--- config.mk ---
export PLATFORM = sky130hd
export DESIGN_NAME = sha1_wb_host_flat
export DESIGN_NICKNAME = d
export VERILOG_FILES = /design/src/rtl/sha1_wb_pkg.sv /design/src/rtl/sha1_wb_host_if.sv /design/src/rtl/sha1_wb_xfer.sv /design/src/rtl/sha1_wb_host.sv /design/src/flat_wrapper.sv
export SDC_FILE = /design/constraint.sdc
export NUM_CORES = 2
export LEC_CHECK = 0
export BUFFER_PORTS_ARGS = -buffer_cell sky130_fd_sc_hd__buf_4
export CORE_UTILIZATION = 35
export CTS_CLUSTER_DIAMETER = 50
export CTS_CLUSTER_SIZE = 30
export DETAILED_ROUTE_END_ITERATION = 16
export HOLD_SLACK_MARGIN = 0.02
export PLACE_DENSITY_LB_ADDON = 0.05
export SLEW_MARGIN = 20
export SYNTH_ARGS = -nofsm -noshare
export SYNTH_HDL_FRONTEND = slang
export SYNTH_SLANG_ARGS = --single-unit
--- constraint.sdc ---
create_clock -name wb_clk_i -period 3.86 [get_ports wb_clk_i]
set_input_delay 0.386 -clock wb_clk_i [delete_from_list [all_inputs] [get_ports wb_clk_i]]
set_output_delay 0.386 -clock wb_clk_i [all_outputs]
set_load 0.02 [all_outputs]
--- src/rtl/sha1_wb_pkg.sv ---
`default_nettype none
// ============================================================================
// Module   : sha1_wb_pkg
// Purpose  : Shared definitions for the SHA1 Wishbone host: responder
//            register offsets, status/return codes, OPS bit positions and
//            the host FSM state encoding.
// Ports    : none (package)
// Revision : 1.0 - initial release
// ============================================================================
package sha1_wb_pkg;

   // Responder register offsets relative to BASE_ADDRESS
   localparam logic [31:0] c_off_ctrl   = 32'h0000_0000;
   localparam logic [31:0] c_off_id     = 32'h0000_0004;
   localparam logic [31:0] c_off_ops    = 32'h0000_0008;
   localparam logic [31:0] c_off_msg    = 32'h0000_000C;
   localparam logic [31:0] c_off_digest = 32'h0000_0010;

   // Identification and return codes
   localparam logic [31:0] c_id_value   = 32'h5348_4131;  // "SHA1"
   localparam logic [31:0] c_ack        = 32'h0000_0001;
   localparam logic [31:0] c_einval     = 32'hFFFF_FFEA;  // -22
   localparam logic [31:0] c_ebusy      = 32'hFFFF_FFF0;  // -16

   // OPS register bit positions
   localparam int c_ops_on    = 0;
   localparam int c_ops_reset = 1;
   localparam int c_ops_panic = 2;
   localparam int c_ops_done  = 3;

   typedef enum logic [2:0] {
      ST_IDLE   = 3'd0,
      ST_CHK_ID = 3'd1,
      ST_RST    = 3'd2,
      ST_LOAD   = 3'd3,
      ST_POLL   = 3'd4,
      ST_READ   = 3'd5,
      ST_STOP   = 3'd6,
      ST_ERR    = 3'd7
   } sha1_state_t;

endpackage
`default_nettype wire

--- src/rtl/sha1_wb_host_if.sv ---
`default_nettype none
// ============================================================================
// Module   : sha1_wb_host_if
// Purpose  : Wishbone initiator bundle between the SHA1 host and the
//            SHA1 responder.
// Ports    : master modport drives cyc/stb/we/sel/adr/dat_o and samples
//            ack/dat_i; slave modport is the mirror image.
// Revision : 1.0 - initial release
// ============================================================================
interface sha1_wb_host_if;
   logic        wbm_cyc_o;
   logic        wbm_stb_o;
   logic        wbm_we_o;
   logic [3:0]  wbm_sel_o;
   logic [31:0] wbm_adr_o;
   logic [31:0] wbm_dat_o;
   logic        wbm_ack_i;
   logic [31:0] wbm_dat_i;

   modport master (
      output wbm_cyc_o, wbm_stb_o, wbm_we_o, wbm_sel_o, wbm_adr_o, wbm_dat_o,
      input  wbm_ack_i, wbm_dat_i
   );

   modport slave (
      input  wbm_cyc_o, wbm_stb_o, wbm_we_o, wbm_sel_o, wbm_adr_o, wbm_dat_o,
      output wbm_ack_i, wbm_dat_i
   );
endinterface
`default_nettype wire

--- src/rtl/sha1_wb_xfer.sv ---
`default_nettype none
// ============================================================================
// Module   : sha1_wb_xfer
// Purpose  : Runs one Wishbone transaction at a time. Owns the strobe, the
//            ack timeout counter and the mandatory idle gap between cycles.
// Ports    : wb_clk_i, reset      - clock, synchronous active-high reset
//            req/we/adr/wdat      - request level and transfer attributes
//            done/rdata/timeout   - 1-cycle completion pulses, captured data
//            wbm                  - Wishbone initiator bundle
// Revision : 1.0 - initial release
// ============================================================================
module sha1_wb_xfer
   import sha1_wb_pkg::*;
#(
   parameter int ACK_TIMEOUT = 16
) (
   input  wire logic        wb_clk_i,
   input  wire logic        reset,
   input  wire logic        req,
   input  wire logic        we,
   input  wire logic [31:0] adr,
   input  wire logic [31:0] wdat,
   output logic             done,
   output logic [31:0]      rdata,
   output logic             timeout,
   sha1_wb_host_if.master   wbm
);

   localparam int c_to_w = $clog2(ACK_TIMEOUT + 1);
   localparam logic [c_to_w-1:0] c_to_last = c_to_w'(ACK_TIMEOUT - 1);
   // The gap counter is loaded on the ack edge; the idle cycles seen on the
   // bus are c_gap_load + 1, giving the required two.
   localparam logic [1:0] c_gap_load = 2'd1;

   logic              r_cyc;
   logic              r_stb;
   logic              r_we;
   logic [3:0]        r_sel;
   logic [31:0]       r_adr;
   logic [31:0]       r_dat;
   logic [31:0]       r_rdata;
   logic              r_done;
   logic              r_timeout;
   logic [c_to_w-1:0] r_tcnt;
   logic [1:0]        r_gap;

   always_ff @(posedge wb_clk_i) begin
      if (reset) begin
         r_cyc     <= 1'b0;
         r_stb     <= 1'b0;
         r_we      <= 1'b0;
         r_sel     <= 4'h0;
         r_adr     <= '0;
         r_dat     <= '0;
         r_rdata   <= '0;
         r_done    <= 1'b0;
         r_timeout <= 1'b0;
         r_tcnt    <= '0;
         r_gap     <= '0;
      end else begin
         r_done    <= 1'b0;
         r_timeout <= 1'b0;
         if (r_stb) begin
            // ack only counts while our strobe is up; a stale ack held over
            // from the previous cycle lands in the gap and is ignored.
            if (wbm.wbm_ack_i) begin
               r_cyc   <= 1'b0;
               r_stb   <= 1'b0;
               r_sel   <= 4'h0;
               r_rdata <= wbm.wbm_dat_i;
               r_done  <= 1'b1;
               r_gap   <= c_gap_load;
            end else if (r_tcnt == c_to_last) begin
               r_cyc     <= 1'b0;
               r_stb     <= 1'b0;
               r_sel     <= 4'h0;
               r_timeout <= 1'b1;
               r_gap     <= c_gap_load;
            end else begin
               r_tcnt <= r_tcnt + 1'b1;
            end
         end else if (r_gap != 2'd0) begin
            r_gap <= r_gap - 1'b1;
         end else if (req) begin
            r_cyc  <= 1'b1;
            r_stb  <= 1'b1;
            r_sel  <= 4'hF;
            r_we   <= we;
            r_adr  <= adr;
            r_dat  <= wdat;
            r_tcnt <= '0;
         end
      end
   end

   assign wbm.wbm_cyc_o = r_cyc;
   assign wbm.wbm_stb_o = r_stb;
   assign wbm.wbm_we_o  = r_we;
   assign wbm.wbm_sel_o = r_sel;
   assign wbm.wbm_adr_o = r_adr;
   assign wbm.wbm_dat_o = r_dat;
   assign done          = r_done;
   assign rdata         = r_rdata;
   assign timeout       = r_timeout;

endmodule
`default_nettype wire

--- src/rtl/sha1_wb_host.sv ---
`default_nettype none
// ============================================================================
// Module   : sha1_wb_host
// Purpose  : Drives a SHA1 responder over Wishbone: checks its ID, resets
//            the engine, loads a 512-bit block, polls for completion, reads
//            back the 160-bit digest and stops the engine.
// Ports    : wb_clk_i, reset           - clock, synchronous active-high reset
//            start, block_in           - job request and message block
//            busy, digest_valid,
//            digest_out, error         - job status and result
//            wbm                       - Wishbone initiator bundle
// Revision : 1.0 - initial release
// ============================================================================
module sha1_wb_host
   import sha1_wb_pkg::*;
#(
   parameter logic [31:0] BASE_ADDRESS = 32'h3000_0024,
   parameter int          ACK_TIMEOUT  = 16,
   parameter int          POLL_MAX     = 255
) (
   input  wire logic         wb_clk_i,
   input  wire logic         reset,
   input  wire logic         start,
   input  wire logic [511:0] block_in,
   output logic              busy,
   output logic              digest_valid,
   output logic [159:0]      digest_out,
   output logic              error,
   sha1_wb_host_if.master    wbm
);

   localparam int c_poll_w = (POLL_MAX > 1) ? $clog2(POLL_MAX) : 1;
   localparam logic [c_poll_w-1:0] c_poll_last = c_poll_w'(POLL_MAX - 1);
   localparam logic [31:0] c_ops_rst_word = 32'h1 << c_ops_reset;

   sha1_state_t         r_state;
   logic                r_busy;
   logic                r_digest_valid;
   logic                r_error;
   logic [159:0]        r_digest;
   logic [511:0]        r_block;
   logic                r_req;
   logic                r_we;
   logic [31:0]         r_adr;
   logic [31:0]         r_wdat;
   logic [3:0]          r_idx;
   logic [c_poll_w-1:0] r_polls;

   logic                w_done;
   logic                w_timeout;
   logic [31:0]         w_rdata;

   sha1_wb_xfer #(
      .ACK_TIMEOUT (ACK_TIMEOUT)
   ) u_xfer (
      .wb_clk_i (wb_clk_i),
      .reset    (reset),
      .req      (r_req),
      .we       (r_we),
      .adr      (r_adr),
      .wdat     (r_wdat),
      .done     (w_done),
      .rdata    (w_rdata),
      .timeout  (w_timeout),
      .wbm      (wbm)
   );

   // r_req stays high for the whole bus phase; the transfer engine's idle gap
   // keeps the next request from launching until attributes have been updated
   // on the cycle after done. Dropping r_req on the way to ERR therefore
   // guarantees no further bus cycle.
   always_ff @(posedge wb_clk_i) begin
      if (reset) begin
         r_state        <= ST_IDLE;
         r_busy         <= 1'b0;
         r_digest_valid <= 1'b0;
         r_error        <= 1'b0;
         r_digest       <= '0;
         r_block        <= '0;
         r_req          <= 1'b0;
         r_we           <= 1'b0;
         r_adr          <= '0;
         r_wdat         <= '0;
         r_idx          <= '0;
         r_polls        <= '0;
      end else begin
         r_digest_valid <= 1'b0;
         r_error        <= 1'b0;
         if (w_timeout) begin
            r_req   <= 1'b0;
            r_state <= ST_ERR;
         end else begin
            case (r_state)
               ST_IDLE: begin
                  if (start) begin
                     r_block <= block_in;
                     r_busy  <= 1'b1;
                     r_req   <= 1'b1;
                     r_we    <= 1'b0;
                     r_adr   <= BASE_ADDRESS + c_off_id;
                     r_wdat  <= '0;
                     r_state <= ST_CHK_ID;
                  end
               end
               ST_CHK_ID: begin
                  if (w_done) begin
                     if (w_rdata != c_id_value) begin
                        r_req   <= 1'b0;
                        r_state <= ST_ERR;
                     end else begin
                        r_we    <= 1'b1;
                        r_adr   <= BASE_ADDRESS + c_off_ops;
                        r_wdat  <= c_ops_rst_word;
                        r_state <= ST_RST;
                     end
                  end
               end
               ST_RST: begin
                  if (w_done) begin
                     r_adr   <= BASE_ADDRESS + c_off_msg;
                     r_wdat  <= r_block[31:0];
                     r_idx   <= '0;
                     r_state <= ST_LOAD;
                  end
               end
               ST_LOAD: begin
                  if (w_done) begin
                     if (w_rdata != c_ack) begin
                        r_req   <= 1'b0;
                        r_state <= ST_ERR;
                     end else if (r_idx == 4'd15) begin
                        r_we    <= 1'b0;
                        r_adr   <= BASE_ADDRESS + c_off_ops;
                        r_wdat  <= '0;
                        r_polls <= '0;
                        r_state <= ST_POLL;
                     end else begin
                        r_idx  <= r_idx + 4'd1;
                        r_wdat <= r_block[{r_idx + 4'd1, 5'd0} +: 32];
                     end
                  end
               end
               ST_POLL: begin
                  if (w_done) begin
                     if (w_rdata[c_ops_panic]) begin
                        r_req   <= 1'b0;
                        r_state <= ST_ERR;
                     end else if (w_rdata[c_ops_done]) begin
                        r_adr   <= BASE_ADDRESS + c_off_digest;
                        r_idx   <= '0;
                        r_state <= ST_READ;
                     end else if (r_polls == c_poll_last) begin
                        r_req   <= 1'b0;
                        r_state <= ST_ERR;
                     end else begin
                        r_polls <= r_polls + 1'b1;
                     end
                  end
               end
               ST_READ: begin
                  if (w_done) begin
                     if (w_rdata == c_ebusy) begin
                        r_req   <= 1'b0;
                        r_state <= ST_ERR;
                     end else begin
                        r_digest[{r_idx[2:0], 5'd0} +: 32] <= w_rdata;
                        if (r_idx == 4'd4) begin
                           r_we    <= 1'b1;
                           r_adr   <= BASE_ADDRESS + c_off_ops;
                           r_wdat  <= '0;
                           r_state <= ST_STOP;
                        end else begin
                           r_idx <= r_idx + 4'd1;
                        end
                     end
                  end
               end
               ST_STOP: begin
                  if (w_done) begin
                     r_req          <= 1'b0;
                     r_busy         <= 1'b0;
                     r_digest_valid <= 1'b1;
                     r_state        <= ST_IDLE;
                  end
               end
               ST_ERR: begin
                  r_error <= 1'b1;
                  r_busy  <= 1'b0;
                  r_state <= ST_IDLE;
               end
               default: r_state <= ST_IDLE;
            endcase
         end
      end
   end

   assign busy         = r_busy;
   assign digest_valid = r_digest_valid;
   assign digest_out   = r_digest;
   assign error        = r_error;

endmodule
`default_nettype wire
--- src/flat_wrapper.sv ---
// flat-port wrapper written by rule: the top's interface ports become plain ports
module sha1_wb_host_flat import sha1_wb_pkg::*;
#(
   parameter logic [31:0] BASE_ADDRESS = 32'h3000_0024,
   parameter int          ACK_TIMEOUT  = 16,
   parameter int          POLL_MAX     = 255
)
  (wb_clk_i, reset, start, block_in, busy, digest_valid, digest_out, error, wbm_wbm_cyc_o, wbm_wbm_stb_o, wbm_wbm_we_o, wbm_wbm_sel_o, wbm_wbm_adr_o, wbm_wbm_dat_o, wbm_wbm_ack_i, wbm_wbm_dat_i);
  sha1_wb_host_if wbm_i ();
  input  wire logic wb_clk_i;
  input  wire logic reset;
  input  wire logic start;
  input  wire logic [511:0] block_in;
  output logic busy;
  output logic digest_valid;
  output logic [159:0] digest_out;
  output logic error;
  output wire logic [$bits(wbm_i.wbm_cyc_o)-1:0] wbm_wbm_cyc_o;
  output wire logic [$bits(wbm_i.wbm_stb_o)-1:0] wbm_wbm_stb_o;
  output wire logic [$bits(wbm_i.wbm_we_o)-1:0] wbm_wbm_we_o;
  output wire logic [$bits(wbm_i.wbm_sel_o)-1:0] wbm_wbm_sel_o;
  output wire logic [$bits(wbm_i.wbm_adr_o)-1:0] wbm_wbm_adr_o;
  output wire logic [$bits(wbm_i.wbm_dat_o)-1:0] wbm_wbm_dat_o;
  input wire logic [$bits(wbm_i.wbm_ack_i)-1:0] wbm_wbm_ack_i;
  input wire logic [$bits(wbm_i.wbm_dat_i)-1:0] wbm_wbm_dat_i;
  assign wbm_wbm_cyc_o = wbm_i.wbm_cyc_o;
  assign wbm_wbm_stb_o = wbm_i.wbm_stb_o;
  assign wbm_wbm_we_o = wbm_i.wbm_we_o;
  assign wbm_wbm_sel_o = wbm_i.wbm_sel_o;
  assign wbm_wbm_adr_o = wbm_i.wbm_adr_o;
  assign wbm_wbm_dat_o = wbm_i.wbm_dat_o;
  assign wbm_i.wbm_ack_i = wbm_wbm_ack_i;
  assign wbm_i.wbm_dat_i = wbm_wbm_dat_i;
  sha1_wb_host #(.BASE_ADDRESS(BASE_ADDRESS), .ACK_TIMEOUT(ACK_TIMEOUT), .POLL_MAX(POLL_MAX)) u_core (.wb_clk_i(wb_clk_i), .reset(reset), .start(start), .block_in(block_in), .busy(busy), .digest_valid(digest_valid), .digest_out(digest_out), .error(error), .wbm(wbm_i));
endmodule
=== After elaboration in Yosys (flattened, before gate mapping) ===
Index checks and enable logic that the tools add are counted.

* Equality and inequality tests: 51
* Reduce and logical (&&, ||, !) cells: 30
* Mux-type cells: 114
* Bitwise operators: 5
* Shift operators: 3
* Add/subtract/negate cells: 5

{| class="wikitable"
|+ Operator list
! cell !! count
|-
| two-way mux 32 bit || 23
|-
| variable part select 512 x 10 -> 32 bit || 1
|-
| case mux 32 bit (6 select lines) || 1
|-
| bitwise mux 160 bit || 1
|-
| case mux 32 bit (5 select lines) || 1
|-
| variable shift 32 x 10 -> 160 bit (first input constant) || 1
|-
| variable part select 32 x 10 -> 160 bit || 1
|-
| two-way mux 4 bit || 15
|-
| two-way mux 8 bit || 7
|-
| two-way mux 3 bit || 16
|-
| != test 2 bit (second input constant) || 19
|-
| two-way mux 1 bit || 35
|-
| equality test 32 bit (second input constant) || 1
|-
| != test 32 x 1 -> 1 bit (second input constant) || 1
|-
| != test 32 x 31 -> 1 bit (second input constant) || 1
|-
| two-way mux 5 bit || 5
|-
| != test 3 bit (second input constant) || 8
|-
| case mux 3 bit (8 select lines) || 1
|-
| AND reduction 12 bit || 2
|-
| AND reduction 11 bit || 2
|-
| case mux 4 bit (4 select lines) || 1
|-
| case mux 8 bit (2 select lines) || 1
|-
| AND reduction 15 bit || 1
|-
| equality test 3 bit (second input constant) || 4
|-
| 33 further kinds || 59
|}

* Input port bits: 548
* Output and inout bits: 234
* Flip-flop bits (word level): 868

=== Depth between registers and ports, before layout ===
* Depth after elaboration: 7
* Mapped depth: 12
* Gate-level depth less buffers: 8

=== Hierarchy ===
Synthesis repeated with hierarchy kept, for this count alone.

* Cells, all modules: 3935
* Area, all modules: 33443.3 um^2

{| class="wikitable"
|+ By module, submodules not included
! module !! cells an instance !! times used !! area an instance (um^2)
|-
| sha1_wb_host || 3458 || 1 || 29630.9
|-
| sha1_wb_xfer || 477 || 1 || 3812.4
|}

=== Least setup slack after synthesis ===
Ideal clock, no wire load.

* Kind: flip-flop to flip-flop
* Start: reg u_core.r_idx[0]
* End: reg u_core.r_wdat[10]
* Period minus slack after synthesis: 2798 ps
* Setup time: 118 ps
* Setup slack: 1062 ps
* Stages on the path, launching flop included: 12
* Buffers on the path: 4
* Data arrival time: 2680 ps
* Cells stage by stage: dfxtp_1 -> buf_2 -> inv_1 -> ha_1 -> clkbuf_1 -> buf_2 -> buf_1 -> mux4_2 -> mux2i_1 -> o22ai_1 -> a21oi_1 -> o2bb2ai_1

* Word-level cells in the longest chain between the ends: 6
* Elaborated cells between the ends (all ways): 10
* Those cells by class: 1 x add/sub; 3 x eq/ne; 1 x shift; 4 x mux; 1 x reduce/logical

{| class="wikitable"
|+ RTL lines
! item !! line !! text
|-
| start: declaration || sha1_wb_host.sv:46 || <nowiki>logic [3:0] r_idx;</nowiki>
|-
| start signal: assignment || sha1_wb_host.sv:138 || <nowiki>r_idx <= r_idx + 4'd1;</nowiki>
|-
| start signal: assignment || sha1_wb_host.sv:173 || <nowiki>r_idx <= r_idx + 4'd1;</nowiki>
|-
| adder 4 x 1 -> 4 bit || sha1_wb_host.sv:139 || <nowiki>r_wdat <= r_block[{r_idx + 4'd1, 5'd0} +: 32];</nowiki>
|-
| variable part select 512 x 10 -> 32 bit || sha1_wb_host.sv:139 ||
|-
| two-way mux 32 bit || sha1_wb_host.sv:131 || <nowiki>end else if (r_idx == 4'd15) begin</nowiki>
|-
| two-way mux 32 bit || sha1_wb_host.sv:128 || <nowiki>if (w_rdata != c_ack) begin</nowiki>
|-
| two-way mux 32 bit || sha1_wb_host.sv:127 || <nowiki>if (w_done) begin</nowiki>
|-
| case mux 32 bit (5 select lines) || sha1_wb_host.sv:93 || <nowiki>case (r_state)</nowiki>
|-
| end signal: assignment || sha1_wb_host.sv:113 || <nowiki>r_wdat <= c_ops_rst_word;</nowiki>
|-
| end signal: assignment || sha1_wb_host.sv:121 || <nowiki>r_wdat <= r_block[31:0];</nowiki>
|-
| end signal: assignment || sha1_wb_host.sv:139 ||
|-
| end: declaration || sha1_wb_host.sv:45 || <nowiki>logic [31:0] r_wdat;</nowiki>
|}

Parallel ways exist; a longest one is shown, timed or not. The select of a mux whose other input is x is not followed.
A chain may end at the register's enable or synchronous reset.

=== Worst setup path in the final report ===
* Start: reg u_core.u_xfer.r_rdata[19] (netlist: u_core.u_xfer.rdata[19])
* End: reg u_core.r_wdat[24]

* Word-level cells in the longest chain between the ends: 3
* Elaborated cells between the ends (all ways): 7
* Those cells by class: 6 x eq/ne; 1 x reduce/logical

{| class="wikitable"
|+ RTL lines
! item !! line !! text
|-
| start: declaration || sha1_wb_xfer.sv:41 || <nowiki>logic [31:0] r_rdata;</nowiki>
|-
| start signal: assignment || sha1_wb_xfer.sv:70 || <nowiki>r_rdata <= wbm.wbm_dat_i;</nowiki>
|-
| equality test 32 bit (tied with other cells) || sha1_wb_host.sv:162 || <nowiki>if (w_rdata == c_ebusy) begin</nowiki>
|-
| != test 2 bit (no line) || - ||
|-
| AND reduction 11 bit (no line) (*) || - ||
|}

Every way passes the cells marked *; elsewhere a longest branch is shown, timed or not.

==> flow_summary_export.csv <==
group,metric,value,unit
power,irDropWorstVdd,0.4013,mV
grt,grt_max_degree,206,
sta,drv_slew,0,
sta,finalCriticalPeriod,3.209,ns
logic_synthesis,yosys-top-cells-area,"dfxtp_1 (49%), nand2_1 (15%), a21oi_1 (11%)",
sta,max_slew_margin,15.22,%
floorplanning,dieHeight,309.7,um
clock_network,clk_path_buf_depth,3,
route,viasPerCell,4.985,
logic_synthesis,synth_cell_types,80,
floorplanning,coreArea,93610,um^2
placed_design,place_inst,5571,
clock_network,worstSkewPairLatency,0.68,ns
clock_network,cts.htree.levels,3,
logic_synthesis,synth_top_area_cell,"dfxtp_1",
sta,hold_violations,0,
sta,setup_viol,0,
worst_setup_path,worstSetupEndpointType,"flip-flop",
worst_setup_path,cp.required,4.44,ns
logic_synthesis,synth_common_cells,"nand2_1 (1318), dfxtp_1 (808), a21oi_1 (698)",
finish,drive_gt1_share,23.19,%
sta,worst_slew_pin_slew,1.272,ns
sta,holdWs,0.04877,ns
logic_synthesis,ys_warn_count,0,
grt,antenna_found_initial,12,
logic_synthesis,ys_async_sr_fraction,0,%
power,seq_power_share,38.2,%
sta,period_share,83.14,%
power,power_switching_share,32.42,%
sta,fin_tns_setup,0,ns
floorplanning,initial_core_util,35.39,%
logic_synthesis,yosys.area.top_type_share,48.82,%
finish,final-instance-count-excl-fill,6296,
finish,postLayoutCellArea,48530,um^2
logic_synthesis,ys_seq_area_share,48.82,%
worst_setup_path,crit_type,"flip-flop to flip-flop",
worst_setup_path,start_kind,"flip-flop",
finish,fill_cells,8983,
logic_synthesis,yosysMostFrequentCell,"nand2_1",
power,intPower,17.64,mW
job,cap_violations,0,
floorplanning,dieWidth,309.7,um
finish,area_delta_synth_final,46.47,%
worst_setup_path,r2r_cells,6,
floorplanning,num_rows,112,
route,drt_iter0_drc,2412,
min_path,worstHoldStart,"block_in[399]",
grt,grt_pass1_wl,196100,um
grt,grt-ovfl-total,0,
status,outcome,"finished, final reports clean",
route,ant_nets,0,
logic_synthesis,syn-instance-count,3843,
route,drc,0,
min_path,holdPathStages,3,
power,pwr-share-comb,22.1,%
route,vias,31390,
logic_synthesis,synth_flop_cell,"dfxtp_1",
logic_synthesis,synth_seq_cells,808,
clock_network,cts_buffers,105,
grt,grt_usage,27.45,%
placed_design,dp_slack,0.7435,ns
power,leakage,19.44,nW
route,wirelength,135900,um
clock_network,cts_sinks,808,
worst_setup_path,reg2reg_setup_slack,0.65,ns
placed_design,gp_congestion,0.8351,
sta,clock.fmax,311.6,MHz
logic_synthesis,synth_enable_flop_cells,0,
route,wl_per_cell,21.58,um
logic_synthesis,synthesis.area,33130,um^2
floorplanning,ios,782,
worst_setup_path,r2r-start,"u_core.u_xfer.rdata[19]",
finish,nets,5504,
route,dr.pass1.iters,5,
clock_network,cts_resized,0,
sta,rsz0062_at_grt,"no",
finish,multi_input_comb_area,15320,um^2
placed_design,port_buffers,755,
grt,grt_pass1_vias,30680,
power,powerDensity,537.8,nW/um^2
logic_synthesis,avgSynthCellArea,8.622,um^2
worst_setup_path,cp_max_fo,32,
clock_network,clk_pin_slew,0.06,ns
clock_network,cts_tree,"yes",
worst_setup_path,cp.arrival,3.79,ns
worst_setup_path,cp-startpoint,"u_core.u_xfer.rdata[19]",
power,clockPowerShare,39.6,%
power,switching_power,8.462,mW
sta,layout_setup_ws,0.6507,ns
placed_design,dp_hpwl,94870,um
clock_network,cts_root_buf,"clkbuf_16",
min_path,hold_class,"input pin to flip-flop",
placed_design,placed_area,39520,um^2
finish,register_area,16180,um^2
sta,finClkSkew,0.03059,ns
floorplanning,die_area,95900,um^2
## power by group through the flow
| stage | logic (mW) | registers, mW | clock network, mW |
|---|---|---|---|
| finish | 5.78 | 9.98 | 10.3 |
| global route | 6.28 | 10.1 | 10.9 |
| CTS | 5.80 | 9.97 | 10.5 |
| detailed placement | 5.35 | 10.2 | 0 |
| global placement | 5.35 | 10.1 | 0 |
| floorplan | 3.39 | 9.87 | 0 |
## state kept, by name (all words and copies together) (netlist names)
register,count
u_core.r_block,512
u_core.digest_out,160
u_core.r_wdat,32
u_core.u_xfer.rdata,32
u_core.u_xfer.wbm.wbm_dat_o,32
u_core.r_polls,8
u_core.u_xfer.r_tcnt,5
u_core.r_adr,4
u_core.r_idx,4
u_core.u_xfer.wbm.wbm_adr_o,4
u_core.r_state,3
u_core.u_xfer.r_gap,2
u_core.busy,1
u_core.digest_valid,1
u_core.error,1
u_core.r_req,1
u_core.r_we,1
u_core.u_xfer.done,1
u_core.u_xfer.timeout,1
u_core.u_xfer.wbm.wbm_sel_o,1
u_core.u_xfer.wbm.wbm_stb_o,1
u_core.u_xfer.wbm.wbm_we_o,1
## timing repair
action | 4_1_cts | 5_1_grt
hold buffers | 524 | 0
hold endpoints to repair | 525 | 0
setup buffers | 0 | 0
## layout make-up
type,instances,share of cell area [%]
sequential,808,33.34
tap,1254,3.233
clock buffer,119,5.837
multi-input combinational,2681,31.57
clock inverter,77,1.887
timing repair buffer,1337,23.99
antenna,5,0.02578
inverter,15,0.1160
## cells in the final DEF (no fill, tap or decap), types with 4 or more instances in the layout
cell and count:
and3_1 4, nand3_1 6, mux2i_1 158, nor2_1 125
nor2b_1 5, dfxtp_1 807, clkinv_2 9, nor3_1 14
clkbuf_8 11, nand2_1 1315, clkinv_4 11, and2_1 4
o22ai_1 33, buf_12 23, inv_6 18, inv_8 8
o21ai_0 9, clkinv_8 5, o2111ai_1 5, clkinvlp_4 14
mux4_2 128, a21oi_1 697, buf_4 789, conb_1 26
bufinv_16 10, dlygate4sd3_1 524, clkbuf_16 107, nand4_1 11
o2bb2ai_1 32, nor4_1 8, diode_2 5, ha_1 7
xor2_1 10, inv_1 15
## metal layers
layer	GRT usage (%)	vias up	share of wire, %
met2	45.65	972	48
met1	35.34	15030	42
met5	0	-	0.045
met3	4.454	224	5.7
li1	-	15150	-
met4	11.08	10	3.9
## cell families (layout without fill, tap and decap cells)
group                    after synthesis  after routing  synth area share [%]
AO/OA/AOI/OAI                        810            810                 13.18
XOR/XNOR                              12             12                0.3399
AND/OR/NAND/NOR                     1539           1539                 18.41
other                                  1             31               0.01132
adder cells (fa/ha/maj)                8              8                0.3021
buffers and inverters                379           1548                 5.464
multiplexers                         286            286                 13.47
flip-flops                           808            808                 48.82
## path summary, 6_finish.rpt
check | end
max | u_core.r_wdat[24]
min | u_core.r_block[399]
max reg2reg | u_core.r_wdat[24]
min reg2reg | u_core.r_block[118]
## critical path: stages, from the launching register on
cell	delay [ns]
dfxtp_1	0.39
nor4_1	0.63
and4_1	0.28
o2111a_1	0.26
o21ai_2	0.12
or4_2	1.09
o2bb2ai_1	0.30
## through the flow
stage / power [mW] / utilization [%]
after floorplan: 13.26 / -
after global placement: 15.49 / 42.22
after detailed placement: 15.50 / 42.22
after CTS: 26.29 / 51.83
after global routing: 27.24 / 51.83
final: 26.10 / 51.84
No activity file was read; power rests on OpenSTA's default activity.
